File: src/rtl/sequential_cla_subtractor_if.sv
// Operand/result handshake bundle for the sequential CLA subtractor.
// The master side supplies operands and consumes the result; the slave side is the subtractor.
interface sequential_cla_subtractor_if #(
    parameter int WIDTH = 64
);
    logic             i_valid;
    logic             o_ready;
    logic [WIDTH-1:0] i_min;
    logic [WIDTH-1:0] i_sub;
    logic             o_valid;
    logic             i_ready;
    logic [WIDTH:0]   o_result;

    modport master (
        output i_valid, i_min, i_sub, i_ready,
        input  o_ready, o_valid, o_result
    );

    modport slave (
        input  i_valid, i_min, i_sub, i_ready,
        output o_ready, o_valid, o_result
    );
endinterface

File: src/rtl/sequential_cla_subtractor.sv
// Multi-cycle unsigned subtractor: i_min - i_sub computed as i_min + ~i_sub + 1,
// one SLICE-bit carry-lookahead slice per cycle with the inter-slice carry registered.
// o_result = {borrow, diff}, borrow set when i_min < i_sub.
module sequential_cla_subtractor #(
    parameter int WIDTH = 64,
    parameter int SLICE = 16
) (
    input  logic                        i_clk,
    input  logic                        i_rst_n,
    sequential_cla_subtractor_if.slave  bus
);
    localparam int NSLICE = WIDTH / SLICE;
    localparam int CNT_W  = (NSLICE > 1) ? $clog2(NSLICE) : 1;

    if ((WIDTH % SLICE) != 0) begin : g_bad_slice
        $error("sequential_cla_subtractor: WIDTH must be a multiple of SLICE");
    end

    localparam logic [1:0] IDLE = 2'd0;
    localparam logic [1:0] CALC = 2'd1;
    localparam logic [1:0] DONE = 2'd2;

    logic [1:0]       state_q;
    logic [CNT_W-1:0] cnt_q;
    logic             carry_q;
    logic [WIDTH-1:0] a_q;
    logic [WIDTH-1:0] b_q;
    logic [WIDTH:0]   result_q;

    logic [SLICE-1:0] a_slice;
    logic [SLICE-1:0] b_slice;
    logic [SLICE-1:0] sum_slice;
    logic             slice_cout;
    logic             accept;
    logic             last_slice;

    assign accept     = bus.i_valid && (state_q == IDLE);
    assign last_slice = (cnt_q == CNT_W'(NSLICE - 1));

    // Select the operand slice addressed by the slice counter.
    always_comb begin
        a_slice = '0;
        b_slice = '0;
        for (int unsigned s = 0; s < NSLICE; s++) begin
            if (cnt_q == CNT_W'(s)) begin
                a_slice = a_q[s*SLICE +: SLICE];
                b_slice = b_q[s*SLICE +: SLICE];
            end
        end
    end

    // Slice adder: generate/propagate carry recurrence seeded by the registered carry.
    always_comb begin
        logic c;
        c         = carry_q;
        sum_slice = '0;
        for (int unsigned k = 0; k < SLICE; k++) begin
            sum_slice[k] = a_slice[k] ^ b_slice[k] ^ c;
            c            = (a_slice[k] & b_slice[k]) | ((a_slice[k] | b_slice[k]) & c);
        end
        slice_cout = c;
    end

    // Control FSM and datapath registers; the counter holds at the last slice rather than wrapping.
    always_ff @(posedge i_clk or negedge i_rst_n) begin
        if (!i_rst_n) begin
            state_q  <= IDLE;
            cnt_q    <= '0;
            carry_q  <= 1'b1;
            a_q      <= '0;
            b_q      <= '0;
            result_q <= '0;
        end else begin
            case (state_q)
                IDLE: begin
                    if (accept) begin
                        a_q     <= bus.i_min;
                        b_q     <= ~bus.i_sub;
                        carry_q <= 1'b1;
                        cnt_q   <= '0;
                        state_q <= CALC;
                    end
                end
                CALC: begin
                    for (int unsigned s = 0; s < NSLICE; s++) begin
                        if (cnt_q == CNT_W'(s)) begin
                            result_q[s*SLICE +: SLICE] <= sum_slice;
                        end
                    end
                    carry_q <= slice_cout;
                    if (last_slice) begin
                        result_q[WIDTH] <= ~slice_cout;
                        state_q         <= DONE;
                    end else begin
                        cnt_q <= cnt_q + CNT_W'(1);
                    end
                end
                DONE: begin
                    if (bus.i_ready) begin
                        state_q <= IDLE;
                    end
                end
                default: begin
                    state_q <= IDLE;
                end
            endcase
        end
    end

    assign bus.o_ready  = (state_q == IDLE) && i_rst_n;
    assign bus.o_valid  = (state_q == DONE);
    assign bus.o_result = result_q;
endmodule

File: src/flat_wrapper.sv
// flat-port wrapper written by rule: the top's interface ports become plain ports
module sequential_cla_subtractor_flat 
#(
    parameter int WIDTH = 64,
    parameter int SLICE = 16
)
  (i_clk, i_rst_n, bus_i_valid, bus_i_min, bus_i_sub, bus_i_ready, bus_o_ready, bus_o_valid, bus_o_result);
  sequential_cla_subtractor_if #(.WIDTH(WIDTH)) bus_i ();
  input  logic i_clk;
  input  logic i_rst_n;
  input wire logic [$bits(bus_i.i_valid)-1:0] bus_i_valid;
  input wire logic [$bits(bus_i.i_min)-1:0] bus_i_min;
  input wire logic [$bits(bus_i.i_sub)-1:0] bus_i_sub;
  input wire logic [$bits(bus_i.i_ready)-1:0] bus_i_ready;
  output wire logic [$bits(bus_i.o_ready)-1:0] bus_o_ready;
  output wire logic [$bits(bus_i.o_valid)-1:0] bus_o_valid;
  output wire logic [$bits(bus_i.o_result)-1:0] bus_o_result;
  assign bus_i.i_valid = bus_i_valid;
  assign bus_i.i_min = bus_i_min;
  assign bus_i.i_sub = bus_i_sub;
  assign bus_i.i_ready = bus_i_ready;
  assign bus_o_ready = bus_i.o_ready;
  assign bus_o_valid = bus_i.o_valid;
  assign bus_o_result = bus_i.o_result;
  sequential_cla_subtractor #(.WIDTH(WIDTH), .SLICE(SLICE)) u_core (.i_clk(i_clk), .i_rst_n(i_rst_n), .bus(bus_i));
endmodule
File: config.mk
export PLATFORM = sky130hd
export DESIGN_NAME = sequential_cla_subtractor_flat
export DESIGN_NICKNAME = d
export VERILOG_FILES = /design/src/rtl/sequential_cla_subtractor_if.sv /design/src/rtl/sequential_cla_subtractor.sv /design/src/flat_wrapper.sv
export SDC_FILE = /design/constraint.sdc
export NUM_CORES = 1
export LEC_CHECK = 0
export BUFFER_PORTS_ARGS = -buffer_cell sky130_fd_sc_hd__buf_4
export CAP_MARGIN = 40
export CORE_ASPECT_RATIO = 1.2
export CORE_MARGIN = 3
export CORE_UTILIZATION = 54
export CTS_BUF_LIST = sky130_fd_sc_hd__clkbuf_16
export DETAILED_ROUTE_END_ITERATION = 7
export GPL_TIMING_DRIVEN = 0
export MAX_ROUTING_LAYER = met4
export PLACE_DENSITY = 0.84
export SLEW_MARGIN = 20
export SYNTH_ARGS = -nofsm -noshare
export SYNTH_HDL_FRONTEND = slang
export SYNTH_SLANG_ARGS = --single-unit
File: constraint.sdc
create_clock -name i_clk -period 10.95 [get_ports i_clk]
set_input_delay 1.095 -clock i_clk [delete_from_list [all_inputs] [get_ports i_clk]]
set_output_delay 1.095 -clock i_clk [all_outputs]
set_load 0.02 [all_outputs]
==> impl_metrics.ini <==
[place]
port_buffers = 198
post-dp-hpwl_um = 17700
dpl.cell_count = 1234
postPlaceCellArea_um2 = 10700
gp_congestion = 0.873

[final_layout]
final_area_um2 = 11300
nets = 1197
diodes = 0
nFillCells = 1216
fin_cells = 1264
drive_above_1_share = 0.363
final_common_cell = nand2_1
syn_to_final_growth_pct = 26.7
layout_common_cells = nand2_1 (302), buf_4 (198), dfrtp_1 (197)

[timing]
worst_pin_slew_ns = 0.663
maxSlewHeadroom = 0.558
hold_viol = 0
slew_viol_final = 0
setup_viol = 0
totalNegativeSetupSlack_ns = 0
finalCritPeriodShare = 0.867
finalClockSkew_ns = 0.00867
fmax_mhz = 105
rsz0062_at_grt = no
layout_min_cycle_time_ns = 9.50

[drt]
drtAntennaViolNets = 0
vias = 6924
drc_errors = 0
route.detailed.wl_per_inst_um = 18.3
vias_per_cell = 5.48
first_pass_iters = 5
wirelength_um = 23100
dr.first_iter.drc_count = 503

[setup_path]
slowest_delay_ns = 0.53
critical_path_required_ns = 11.30
crit_cells = 25
timing.critical_path.buf_inv = 5
crit_path_top_delay_cell = clkbuf_1
crit_arrival_ns = 9.84
cpMostUsedCell = fa_1
cp-end-kind = register
startpoint_type = register
crit_path_max_fanout = 10
critPathTopFamily = adder cells
setup.worst_path.class = reg2reg
reg2reg_depth = 25

[die]
core_um2 = 15900
die_x_um = 123
rows = 50
die_h_um = 147
boundaryPins = 199
die_area_um2 = 18100
start_util = 0.560

[yosys]
ys_ff_latch = 198
synthesis.area_um2 = 8890
ys_warn_count = 0
synth-async-reset-ratio = 1.00
synth_edf_count = 0
avgSynthCellArea_um2 = 10.8
syn_inst = 826
syn_nets = 978
synth_ff_type = dfrtp_1
ys_seq_area_frac = 0.557
synth_cell_type_count = 35

[grt]
grt_max_degree = 83
use_met3 = 0.0477
grt_usage = 0.273
busiest_layer = met2
grt_overflow = 0
grtUsageMet2 = 0.433
antenna_found_initial = 0
met1_usage = 0.342
grt_pass1_wl_um = 36500
grt_pass1_vias = 7149

[clock_network]
cts_resized = 0
cts_tree = built
h-tree-depth = 4
cts.sinks = 198
cts-buffers-inserted = 17
cts_hold_buf = 0
clock_latency_ns = 0.44
cts.path.max_buffers = 2
post_cts_buffers = 0
path_clk_slew_ns = 0.07
clockRootBuffer = clkbuf_16

[hold_path]
min_path_cells = 2
min_path_type = reg2reg

[power]
leakage_nw = 5.52
ir_drop_v = 0.000160
power_density_nw_per_um2 = 365

[job]
cap_violations = 0

[status]
outcome = completed
per-stage QoR:
step	hold WS, ns	util	total power [mW]	worst slack (ns)
after floorplan	0.442	-	2.70	2.49
after global routing	0.493	0.709	4.41	1.05
after detailed placement	0.462	0.674	3.51	1.49
after CTS	0.474	0.709	4.12	1.47
after global placement	0.458	0.670	3.41	1.69
final	0.472	0.709	4.11	1.45
worst reg2reg max path: stages, from the launching register on:
cell	delay, ns
dfrtp_1	0.41
inv_1	0.11
ha_1	0.26
nor2_1	0.29
clkbuf_1	0.53
a31oi_1	0.26
fa_1	0.48
fa_1	0.40
fa_1	0.41
fa_1	0.46
fa_1	0.47
fa_1	0.48
fa_1	0.48
fa_1	0.47
fa_1	0.49
fa_1	0.48
fa_1	0.49
fa_1	0.47
fa_1	0.43
inv_1	0.09
fa_1	0.17
inv_1	0.06
fa_1	0.43
inv_1	0.08
fa_1	0.47
o21ai_0	0.22
power by group:
group | internal [mW] | switching (mW) | total, mW
sequential | 1.10 | 0.209 | 1.31
combinational | 0.940 | 1.25 | 2.19
clock | 0.352 | 0.264 | 0.615
total | 2.40 | 1.72 | 4.11
synthesized netlist by cell type, drive strengths merged, types with 2 or more instances:
cell type,count,share of area
inv,8,0.0034
a31oi,28,0.020
nor2,2,0.00084
o211ai,4,0.0034
o221ai,4,0.0039
nand2b,2,0.0014
nor3b,2,0.0017
mux2,57,0.072
buf,42,0.038
ha,4,0.0056
o22ai,28,0.020
o21ai,73,0.065
nand2,302,0.13
dfrtp,197,0.55
nand3b,32,0.030
fa,16,0.036
clkbuf,14,0.0059
final timing paths:
check                                 from                      end  slack (ns)
max reg2reg                u_core.cnt_q[0]  u_core.bus.o_result[31]        1.45
min in group asynchronous          i_rst_n  u_core.bus.o_result[11]        0.56
min                         u_core.carry_q           u_core.carry_q        0.47
max                        u_core.cnt_q[0]  u_core.bus.o_result[31]        1.45
min reg2reg                 u_core.carry_q           u_core.carry_q        0.47
max in group asynchronous          i_rst_n           u_core.b_q[17]        9.64
flip-flops by register name, summed over array words and instances, names as in the netlist:
signal               flops
u_core.state_q           2
u_core.carry_q           1
u_core.cnt_q             2
u_core.a_q              64
u_core.b_q              64
u_core.bus.o_result     65
layer usage:
layer  vias up  share of wire  wire length [µm]
met4         0          0.035               807
met2       306           0.50             11700
met5         -              0                 0
met3        63          0.061              1420
met1      3353           0.40              9240
li1       3202              -                 -
cells by family (layout without fill, tap and decap cells):
group | after synthesis | after routing | share of synthesized area
simple gates | 343 | 343 | 0.164
flops | 198 | 198 | 0.557
compound gates | 143 | 143 | 0.117
buf+inv | 65 | 295 | 0.0481
mux | 57 | 57 | 0.0722
fa+ha+maj | 20 | 20 | 0.0416
cell type report:
class | count | area, µm² | share of cell area
Inverter | 9 | 33.8 | 0.00300
Tap cell | 208 | 260 | 0.0231
Multi-Input combinational cell | 563 | 3510 | 0.311
Clock inverter | 13 | 144 | 0.0128
Timing Repair Buffer | 200 | 1550 | 0.137
Clock buffer | 17 | 425 | 0.0377
Buffer | 56 | 394 | 0.0350
Sequential cell | 198 | 4960 | 0.440
(Power assumes the default switching activity.)
